--- src/rtl/vga_scanout.sv ---
// VGA raster scan-out: sync/blank timing plus a frame-buffer prefetcher feeding a small pixel FIFO.
// hsync/vsync/de/pix_rgb are registered on pix_ce and lag the raster counters by one pixel.
module vga_scanout #(
  parameter int ADDR_WIDTH = 19,
  parameter int DATA_WIDTH = 24,
  parameter int H_ACTIVE   = 640,
  parameter int H_FP       = 16,
  parameter int H_SYNC     = 96,
  parameter int H_BP       = 48,
  parameter int V_ACTIVE   = 480,
  parameter int V_FP       = 10,
  parameter int V_SYNC     = 2,
  parameter int V_BP       = 33,
  parameter int FIFO_DEPTH = 16
) (
  input  logic                  clk,
  input  logic                  rst,
  input  logic                  pix_ce,
  output logic                  mem_r_en,
  output logic [ADDR_WIDTH-1:0] mem_r_addr,
  input  logic [DATA_WIDTH-1:0] mem_r_data,
  input  logic                  mem_r_valid,
  output logic                  hsync,
  output logic                  vsync,
  output logic                  de,
  output logic [DATA_WIDTH-1:0] pix_rgb,
  output logic                  underflow
);

  localparam int H_TOTAL   = H_ACTIVE + H_FP + H_SYNC + H_BP;
  localparam int V_TOTAL   = V_ACTIVE + V_FP + V_SYNC + V_BP;
  localparam int PIX_TOTAL = H_ACTIVE * V_ACTIVE;
  localparam int HW        = $clog2(H_TOTAL);
  localparam int VW        = $clog2(V_TOTAL);
  localparam int PTR_W     = $clog2(FIFO_DEPTH);
  localparam int CNT_W     = PTR_W + 1;
  localparam int FA_W      = ADDR_WIDTH + 1;

  localparam logic [HW-1:0]    H_ACT_C     = HW'(H_ACTIVE);
  localparam logic [HW-1:0]    H_LAST_C    = HW'(H_TOTAL - 1);
  localparam logic [HW-1:0]    HS_BEG_C    = HW'(H_ACTIVE + H_FP);
  localparam logic [HW-1:0]    HS_END_C    = HW'(H_ACTIVE + H_FP + H_SYNC);
  localparam logic [VW-1:0]    V_ACT_C     = VW'(V_ACTIVE);
  localparam logic [VW-1:0]    V_LAST_C    = VW'(V_TOTAL - 1);
  localparam logic [VW-1:0]    VS_BEG_C    = VW'(V_ACTIVE + V_FP);
  localparam logic [VW-1:0]    VS_END_C    = VW'(V_ACTIVE + V_FP + V_SYNC);
  localparam logic [VW-1:0]    V_FLUSH_C   = VW'(V_ACTIVE + V_FP - 1);
  localparam logic [CNT_W-1:0] DEPTH_C     = CNT_W'(FIFO_DEPTH);
  localparam logic [FA_W-1:0]  PIX_TOTAL_C = FA_W'(PIX_TOTAL);

  typedef enum logic [1:0] {
    F_IDLE = 2'd0,
    F_REQ  = 2'd1,
    F_WAIT = 2'd2
  } fstate_t;

  logic [HW-1:0]         hcnt_q, hcnt_d;
  logic [VW-1:0]         vcnt_q, vcnt_d;
  fstate_t               state_q, state_d;
  logic [FA_W-1:0]       fetch_addr_q, fetch_addr_d;
  logic [PTR_W-1:0]      wr_ptr_q, wr_ptr_d, rd_ptr_q, rd_ptr_d;
  logic [CNT_W-1:0]      fifo_count_q, fifo_count_d;
  logic [DATA_WIDTH-1:0] fifo_mem [FIFO_DEPTH];
  logic                  hsync_q, hsync_d, vsync_q, vsync_d, de_q, de_d;
  logic                  underflow_q, underflow_d;
  logic [DATA_WIDTH-1:0] pix_rgb_q, pix_rgb_d;

  logic h_last_s, v_last_s, active_s, flush_s, fifo_empty_s, push_s, pop_s;

  assign h_last_s     = (hcnt_q == H_LAST_C);
  assign v_last_s     = (vcnt_q == V_LAST_C);
  assign active_s     = (hcnt_q < H_ACT_C) && (vcnt_q < V_ACT_C);
  // Flush on the pixel that steps the raster into the first vsync line.
  assign flush_s      = pix_ce && h_last_s && (vcnt_q == V_FLUSH_C);
  assign fifo_empty_s = (fifo_count_q == {CNT_W{1'b0}});
  assign pop_s        = pix_ce && active_s && !fifo_empty_s;
  assign push_s       = (state_q == F_WAIT) && mem_r_valid && !flush_s;

  assign mem_r_en   = (state_q == F_REQ);
  assign mem_r_addr = fetch_addr_q[ADDR_WIDTH-1:0];
  assign hsync      = hsync_q;
  assign vsync      = vsync_q;
  assign de         = de_q;
  assign pix_rgb    = pix_rgb_q;
  assign underflow  = underflow_q;

  // Raster counters advance one pixel per pix_ce.
  always_comb begin
    hcnt_d = hcnt_q;
    vcnt_d = vcnt_q;
    if (pix_ce) begin
      if (h_last_s) begin
        hcnt_d = {HW{1'b0}};
        vcnt_d = v_last_s ? {VW{1'b0}} : vcnt_q + VW'(1);
      end else begin
        hcnt_d = hcnt_q + HW'(1);
      end
    end else begin
      hcnt_d = hcnt_q;
    end
  end

  // FIFO pointers and occupancy; flush drops everything held.
  always_comb begin
    wr_ptr_d     = wr_ptr_q;
    rd_ptr_d     = rd_ptr_q;
    fifo_count_d = fifo_count_q;
    if (flush_s) begin
      wr_ptr_d     = {PTR_W{1'b0}};
      rd_ptr_d     = {PTR_W{1'b0}};
      fifo_count_d = {CNT_W{1'b0}};
    end else begin
      if (push_s) wr_ptr_d = wr_ptr_q + PTR_W'(1);
      else        wr_ptr_d = wr_ptr_q;
      if (pop_s)  rd_ptr_d = rd_ptr_q + PTR_W'(1);
      else        rd_ptr_d = rd_ptr_q;
      case ({push_s, pop_s})
        2'b10:   fifo_count_d = fifo_count_q + CNT_W'(1);
        2'b01:   fifo_count_d = fifo_count_q - CNT_W'(1);
        default: fifo_count_d = fifo_count_q;
      endcase
    end
  end

  // Fetch FSM: one outstanding read; a missing response means the read was lost, so retry it.
  always_comb begin
    state_d      = state_q;
    fetch_addr_d = fetch_addr_q;
    if (flush_s) begin
      state_d      = F_IDLE;
      fetch_addr_d = {FA_W{1'b0}};
    end else begin
      case (state_q)
        F_IDLE: begin
          if ((fifo_count_q < DEPTH_C) && (fetch_addr_q < PIX_TOTAL_C)) state_d = F_REQ;
          else state_d = F_IDLE;
        end
        F_REQ: state_d = F_WAIT;
        F_WAIT: begin
          if (mem_r_valid) begin
            fetch_addr_d = fetch_addr_q + FA_W'(1);
            // Re-evaluating the idle condition here sustains one pixel every two clocks.
            if ((fifo_count_d < DEPTH_C) && (fetch_addr_d < PIX_TOTAL_C)) state_d = F_REQ;
            else state_d = F_IDLE;
          end else begin
            state_d = F_REQ;
          end
        end
        default: state_d = F_IDLE;
      endcase
    end
  end

  // Registered video outputs, sampled from the counters at each pix_ce.
  always_comb begin
    hsync_d     = hsync_q;
    vsync_d     = vsync_q;
    de_d        = de_q;
    pix_rgb_d   = pix_rgb_q;
    underflow_d = underflow_q;
    if (pix_ce) begin
      hsync_d   = !((hcnt_q >= HS_BEG_C) && (hcnt_q < HS_END_C));
      vsync_d   = !((vcnt_q >= VS_BEG_C) && (vcnt_q < VS_END_C));
      de_d      = active_s;
      pix_rgb_d = pop_s ? fifo_mem[rd_ptr_q] : {DATA_WIDTH{1'b0}};
      if (flush_s)                      underflow_d = 1'b0;
      else if (active_s && fifo_empty_s) underflow_d = 1'b1;
      else                              underflow_d = underflow_q;
    end else begin
      de_d = de_q;
    end
  end

  // FIFO storage carries no reset; occupancy alone decides validity.
  always_ff @(posedge clk) begin
    if (push_s) fifo_mem[wr_ptr_q] <= mem_r_data;
  end

  // State registers.
  always_ff @(posedge clk or posedge rst) begin
    if (rst) begin
      hcnt_q       <= {HW{1'b0}};
      vcnt_q       <= V_ACT_C;
      state_q      <= F_IDLE;
      fetch_addr_q <= {FA_W{1'b0}};
      wr_ptr_q     <= {PTR_W{1'b0}};
      rd_ptr_q     <= {PTR_W{1'b0}};
      fifo_count_q <= {CNT_W{1'b0}};
      hsync_q      <= 1'b1;
      vsync_q      <= 1'b1;
      de_q         <= 1'b0;
      pix_rgb_q    <= {DATA_WIDTH{1'b0}};
      underflow_q  <= 1'b0;
    end else begin
      hcnt_q       <= hcnt_d;
      vcnt_q       <= vcnt_d;
      state_q      <= state_d;
      fetch_addr_q <= fetch_addr_d;
      wr_ptr_q     <= wr_ptr_d;
      rd_ptr_q     <= rd_ptr_d;
      fifo_count_q <= fifo_count_d;
      hsync_q      <= hsync_d;
      vsync_q      <= vsync_d;
      de_q         <= de_d;
      pix_rgb_q    <= pix_rgb_d;
      underflow_q  <= underflow_d;
    end
  end

endmodule

--- config.mk ---
export PLATFORM = sky130hd
export DESIGN_NAME = vga_scanout
export DESIGN_NICKNAME = d
export VERILOG_FILES = /design/src/rtl/vga_scanout.sv
export SDC_FILE = /design/constraint.sdc
export NUM_CORES = 1
export LEC_CHECK = 0
export CAP_MARGIN = 20
export CORE_UTILIZATION = 45
export DETAILED_ROUTE_END_ITERATION = 10
export PLACE_DENSITY = 0.62
export RECOVER_POWER = 50
export SYNTH_ARGS = -nofsm -noshare
export SYNTH_HDL_FRONTEND = slang
export SYNTH_SLANG_ARGS = --single-unit
--- constraint.sdc ---
create_clock -name clk -period 4.7 [get_ports clk]
set_input_delay 0.94 -clock clk [delete_from_list [all_inputs] [get_ports clk]]
set_output_delay 0.94 -clock clk [all_outputs]
set_load 0.02 [all_outputs]
==> flow_metrics.py <==
metrics = {
    "critical_path": {
        "worst_path_largest_cell_delay_ns": 0.55,
        "worstSetupPathType": "input pin to flip-flop",
        "path_cells": "dlygate4sd3_1, clkbuf_1, inv_2, or4b_1, inv_1, o21ai_2, inv_2, ha_1, xor2_1, ha_1, a21oi_1, o21ai_0, a221oi_1, xnor2_1, o21ai_1, o31ai_1",
        "worstPathRequired_ns": 5.19,
        "cp_top_family": "compound AO/OA/AOI/OAI gates",
        "end_kind": "flip-flop",
        "crit_path_top_delay_cell": "dlygate4sd3_1",
        "critPathBufInv": 5,
        "cp.arrival_ns": 4.64,
        "cp_max_fo": 10,
        "start_kind": "input pin",
    },
    "power": {
        "switching_share": 0.280,
        "pwr-share-seq": 0.442,
        "ir_drop_mv": 0.295,
        "p_int_uw": 8500,
        "clockPowerShare": 0.314,
        "power.density_mw_per_mm2": 545,
        "power.switching_uw": 3310,
        "combPwrFrac": 0.244,
        "p_leak_uw": 0.00734,
    },
    "timing": {
        "fmax_mhz": 241,
        "setup-violations-final": 0,
        "skew_ns": 0.0233,
        "period_minus_slack_ns": 4.15,
        "rsz0062_at_grt": "false",
        "slew-limit-headroom": 0.00507,
        "fin_crit_sh": 0.883,
        "hold_viol": 0,
        "tightest_slew_ns": 1.48,
        "slew_violations": 0,
        "tns_ns": 0,
    },
    "yosys": {
        "synth_nets": 1020,
        "ys_ff_latch": 467,
        "synth-async-reset-ratio": 0.178,
        "yosysTopAreaCellShare": 0.613,
        "syn_inst": 976,
        "synthFlopType": "edfxtp_1",
        "syn-cell-area_sq_mm": 0.0188,
        "synth_enable_flop_cells": 384,
        "synth_seq_area_share": 0.724,
        "ys_warn_count": 0,
        "syn_area_per_cell_sq_um": 19.3,
        "synthTopCellsByArea": "edfxtp_1 (61%), mux4_2 (14%), dfrtp_1 (10%)",
        "synth_cell_type_count": 59,
        "synth_largest_area_cell": "edfxtp_1",
    },
    "cts": {
        "post_cts_buffers": 0,
        "cts_inserted_buffers": 49,
        "clock_latency_ns": 0.59,
        "htree_levels": 2,
        "clock_sink_count": 467,
        "post_cts_resized": 0,
        "clock_path_buffers": 3,
        "hold_buffers": 0,
        "tritoncts": "done",
        "clkTransAtPathRegs_ns": 0.06,
        "root_buffer": "clkbuf_16",
    },
    "place": {
        "dp_hpwl_um": 21700,
        "gp_congestion": 0.824,
        "port_buffers": 75,
    },
    "job": {
        "maxCapViolCount": 1,
    },
    "grt": {
        "grt_pass1_wl_um": 60600,
        "grt_usage": 0.197,
        "grt_overflow": 0,
        "grt_antenna_before_repair": 2,
        "grt_pass1_vias": 9420,
        "grt_max_degree": 57,
    },
    "floorplan": {
        "die_area_sq_mm": 0.0426,
        "die_y_um": 206,
        "start_util": 0.459,
        "die_x_um": 206,
        "num_io_pins": 76,
        "coreArea_sq_mm": 0.0410,
        "rows": 74,
    },
    "status": {
        "status": "complete, but fails checks",
        "violations": "DRC, capacitance limit",
    },
    "route": {
        "vias_per_cell": 5.73,
        "wl_um": 40100,
        "wl_per_cell_um": 24.4,
        "drc": 8,
        "drt.antenna.violating_nets": 0,
        "dr.pass1.iters": 8,
        "drt-initial-drc-count": 901,
        "num_vias": 9425,
    },
    "layout": {
        "area_delta_synth_final_pct": 15.2,
        "final_util": 0.528,
        "drive_gt1_frac": 0.217,
        "layout_commonest_cell": "edfxtp_1",
        "final_cell_mix": "edfxtp_1 (384), mux4_2 (114), dfrtp_1 (74)",
        "num-nets-final": 1114,
    },
    "min_path": {
        "min_path_type": "flip-flop to flip-flop",
    },
}
## path summary, 6_finish.rpt
path                            cells after the start  startpoint          to  slack, ns
worst max-delay path                               16      pix_ce  state_q[0]       0.55
worst min-delay path                                1   vcnt_q[8]   vcnt_q[8]       0.50
worst max register to register                     15   hcnt_q[0]  state_q[0]       0.97
worst min register to register                      1   vcnt_q[8]   vcnt_q[8]       0.50
max in group asynchronous                           3         rst  pix_rgb[6]       1.74
min in group asynchronous                           2         rst   hcnt_q[0]       1.16
## routing by layer
layer / global-route usage / share of wire / up-vias
met2: 0.305 / 0.48 / 260
met1: 0.292 / 0.45 / 4992
met4: 0.0478 / 0.018 / 2
met3: 0.0339 / 0.053 / 63
met5: 0 / 0.00035 / -
li1: - / - / 4108
## synth_stat cells (2+ instances only)
cell,n
edfxtp_1,384
a31oi_1,2
xor2_1,25
nand4b_1,2
and4_1,2
dfrtp_1,77
dfstp_2,6
clkbuf_1,22
nor2b_1,7
ha_1,16
nand2_1,31
a211oi_1,3
nor2_1,49
and2_1,3
inv_2,3
inv_1,14
nor4_1,4
nor3_1,11
nand4_1,14
and3_1,15
o21ai_0,9
a22oi_1,3
nand2b_1,2
o31ai_1,2
xnor2_1,18
o211ai_1,2
a22o_1,24
nor3b_1,4
mux4_2,114
buf_2,18
o21ai_1,6
a21o_1,3
nand3_1,9
or3_1,7
a21oi_1,14
mux4_1,6
buf_12,3
o22ai_1,2
buf_4,20
## sequential cells by signal, indices dropped and copies added (netlist names)
name and cells:
de 1, hsync 1, fifo_mem 384, underflow 1, vcnt_q 10, hcnt_q 10, state_q 2, wr_ptr_q 4
fifo_count_q 5, rd_ptr_q 4, fetch_addr_q 20, vsync 1, pix_rgb 24
## logic make-up (layout without fill, tap and decap cells)
group	count (synthesis)	count (layout)	synth area share
flip-flops	467	467	0.724
AND/OR/NAND/NOR	168	168	0.0456
multiplexers	121	121	0.145
buffers and inverters	82	216	0.0245
AO/OA/AOI/OAI	79	79	0.0297
XOR/XNOR	43	43	0.0200
adder cells (fa/ha/maj)	16	16	0.0106
other	0	2	0
## cell type report
type	instances	area, sq um
clock buffer	74	1400
tap	532	666
sequential	467	13600
inverter	17	65.1
multi-input combinational	427	4770
antenna	2	5.00
fill	3285	19300
timing repair buffer	108	993
clock inverter	17	141
## per-stage QoR
stage / instances / setup slack [ns] / total power [uW] / hold WS [ns] / instance area, sq um
after floorplan: 976 / 0.559 / 7360 / 0.466 / 18800
after global placement: 1551 / 0.358 / 8210 / 0.489 / 20100
after detailed placement: 1551 / 0.176 / 8240 / 0.492 / 20100
after CTS: 1642 / 0.766 / 12000 / 0.500 / 21700
after global routing: 1642 / 0.258 / 12300 / 0.517 / 21700
final: 1644 / 0.550 / 11800 / 0.499 / 21700
## power by group through the flow
stage                     clock network [uW]  logic, uW  registers (uW)
after CTS                               3790       2930            5230
after detailed placement                   0       2920            5310
after floorplan                            0       2230            5130
after global placement                     0       2890            5320
after global routing                    3940       3100            5280
final                                   3710       2880            5220
(Power assumes the default switching activity.)
==> edit: new RTL, same settings <==
Reset style: synchronous (`rst`), changed in one clocked block.
--- a/src/rtl/vga_scanout.sv
+++ b/src/rtl/vga_scanout.sv
@@ -178,5 +178,5 @@
 
   // State registers.
-  always_ff @(posedge clk or posedge rst) begin
+  always_ff @(posedge clk) begin
     if (rst) begin
       hcnt_q       <= {HW{1'b0}};
Formal check against the unedited RTL: differs if rst is asserted again (counterexample within 4 cycles, from zero or initial values and one cycle with rst high); with rst held inactive, the same outputs for 10 cycles.
==> edit against the original RTL <==
- the run ends with max-capacitance violations, max-slew violations left
- fmax increased by 7.9%
- sequential cell count increased by 4
- first-iteration DRC count decreased by 15%
- final area decreased by 0.46%
- wire length decreased by 5.9%
- area after synthesis decreased by 1.4%
- via count decreased by 2.6%
- worst setup slack improved by 0.30 ns
- highest routed layer is now met4
Power is not compared: it rests on default switching activity, and its combinational part moved more than twofold at a synthesized area within 25%.
==> edit: results (changes against the original RTL) <==
| Metric | Value |
|---|---|
| Failing checks | `max-capacitance violations, max-slew violations` |
| Seq cells post-synth | `471 (+0.86%)` |
| Synth Area in Compound Gates | `0.0206 (-0.00916)` |
| Placed cells | `1600 (+3.2%)` |
| Layout area overhead | `16.3%` |
| Fraction of area in multi-input gates | `0.224 (+0.00398)` |
| Multi-In Gates | `456 (+6.8%)` |
| Clk Latency, worst-skew pair | `0.57 ns (-0.02 ns)` |
| Synth area leaders | `edfxtp_1, mux4_2, dfxtp_1, xor2_1, nor2_1` |
| XOR/XNOR Fraction of Synth Area | `0.0222 (+0.00217)` |
| Fraction of synthesized area in multiplexers | `0.148 (+0.00238)` |
| Status | `complete, but fails checks` |
| Max_cap viols | `1 (unchanged)` |
| Initial antenna violation count | `0 (-2)` |
| Drt first pass iters | `5 (-3)` |
| Vias per std cell | `5.42 (-5.4%)` |
| Iter 0 DRT Violations | `765 (-15%)` |
| Synth unique cells | `52 (-12%)` |
| Inserted Diodes | `0 (-2)` |
| Pwr Total | `0.00851 W` |
| CP Max Fanout | `11 (+1)` |
| Clock buffers | `78 (+5.4%)` |
| Signal buffers | `106 (-1.9%)` |
| Synth Area in Adders | `0.0101 (-0.000525)` |
| Post-synth ARST share | `0 (-0.178)` |
| Via count | `9178 (-2.6%)` |
| Layout cell share with drive strength beyond 1 | `0.205 (-0.0119)` |
| Worst EP arrival | `4.34 ns (-0.30 ns)` |
| Slew Limit Fails | `25 (+25)` |
| Dpl cell area | `0.0200 sq mm (-0.93%)` |
| Post-Synthesis Cells | `1032 (+5.7%)` |
| Register Area | `0.0133 sq mm (-2.5%)` |
| Number of global-route vias before repair | `9368 (-0.55%)` |
| Mapped Nets | `1075 (+5.4%)` |
| Most instantiated cells after synthesis | `edfxtp_1, mux4_2, dfxtp_1, nor2_1, nand2_1` |
| Pre-CTS setup slack | `0.644 ns (+0.469 ns)` |
| Clock Skews | `0.0122 ns (-0.0111 ns)` |
## edit: changes by cell type in the layout (fill, tap and decap cells not counted), sizes merged, moves of 17 or more
cell           change
clkdlybuf4s50     -31
nand2             +20
dfxtp             +87
clkinv            +17
a22o              -24
dlygate4sd3       +31
o21ai             +17
dfrtp             -77
nor2              +19
## edit: worst max-delay path: stages
cell	delay (ns)
dlygate4sd3_1	0.54
clkbuf_1	0.40
nand4b_1	0.27
nor2_1	0.48
ha_1	0.44
xor2_1	0.12
ha_1	0.22
a211o_1	0.28
a21oi_1	0.14
o21bai_1	0.08
xor2_1	0.19
o211ai_1	0.11
a31oi_1	0.14
## edit: cell families (layout without fill, tap and decap cells)
family | count (synthesis) | count (layout)
AOI/OAI and AO/OA | 65 | 65
xor gates and xnor gates | 47 | 47
adders and majority gates | 15 | 15
buffers and inverters | 105 | 233
DFF | 471 | 471
muxes | 124 | 124
and+or+nand+nor | 205 | 205
## edit: metal layers
| layer | routed length [um] | track usage |
|---|---|---|
| met1 | 17300 | 0.263 |
| met2 | 18300 | 0.303 |
| met3 | 1410 | 0.0323 |
| met4 | 734 | 0.0471 |
| met5 | 0 | 0 |
## edit: final timing paths
| check | from | to | slack, ns | depth (start not counted) |
|---|---|---|---|---|
| max reg2reg | hcnt_q[0] | state_q[0] | 1.34 | 14 |
| min reg2reg | pix_rgb[12] | pix_rgb[12] | 0.44 | 2 |
| max | pix_ce | state_q[0] | 0.85 | 13 |
| min | pix_rgb[12] | pix_rgb[12] | 0.44 | 2 |
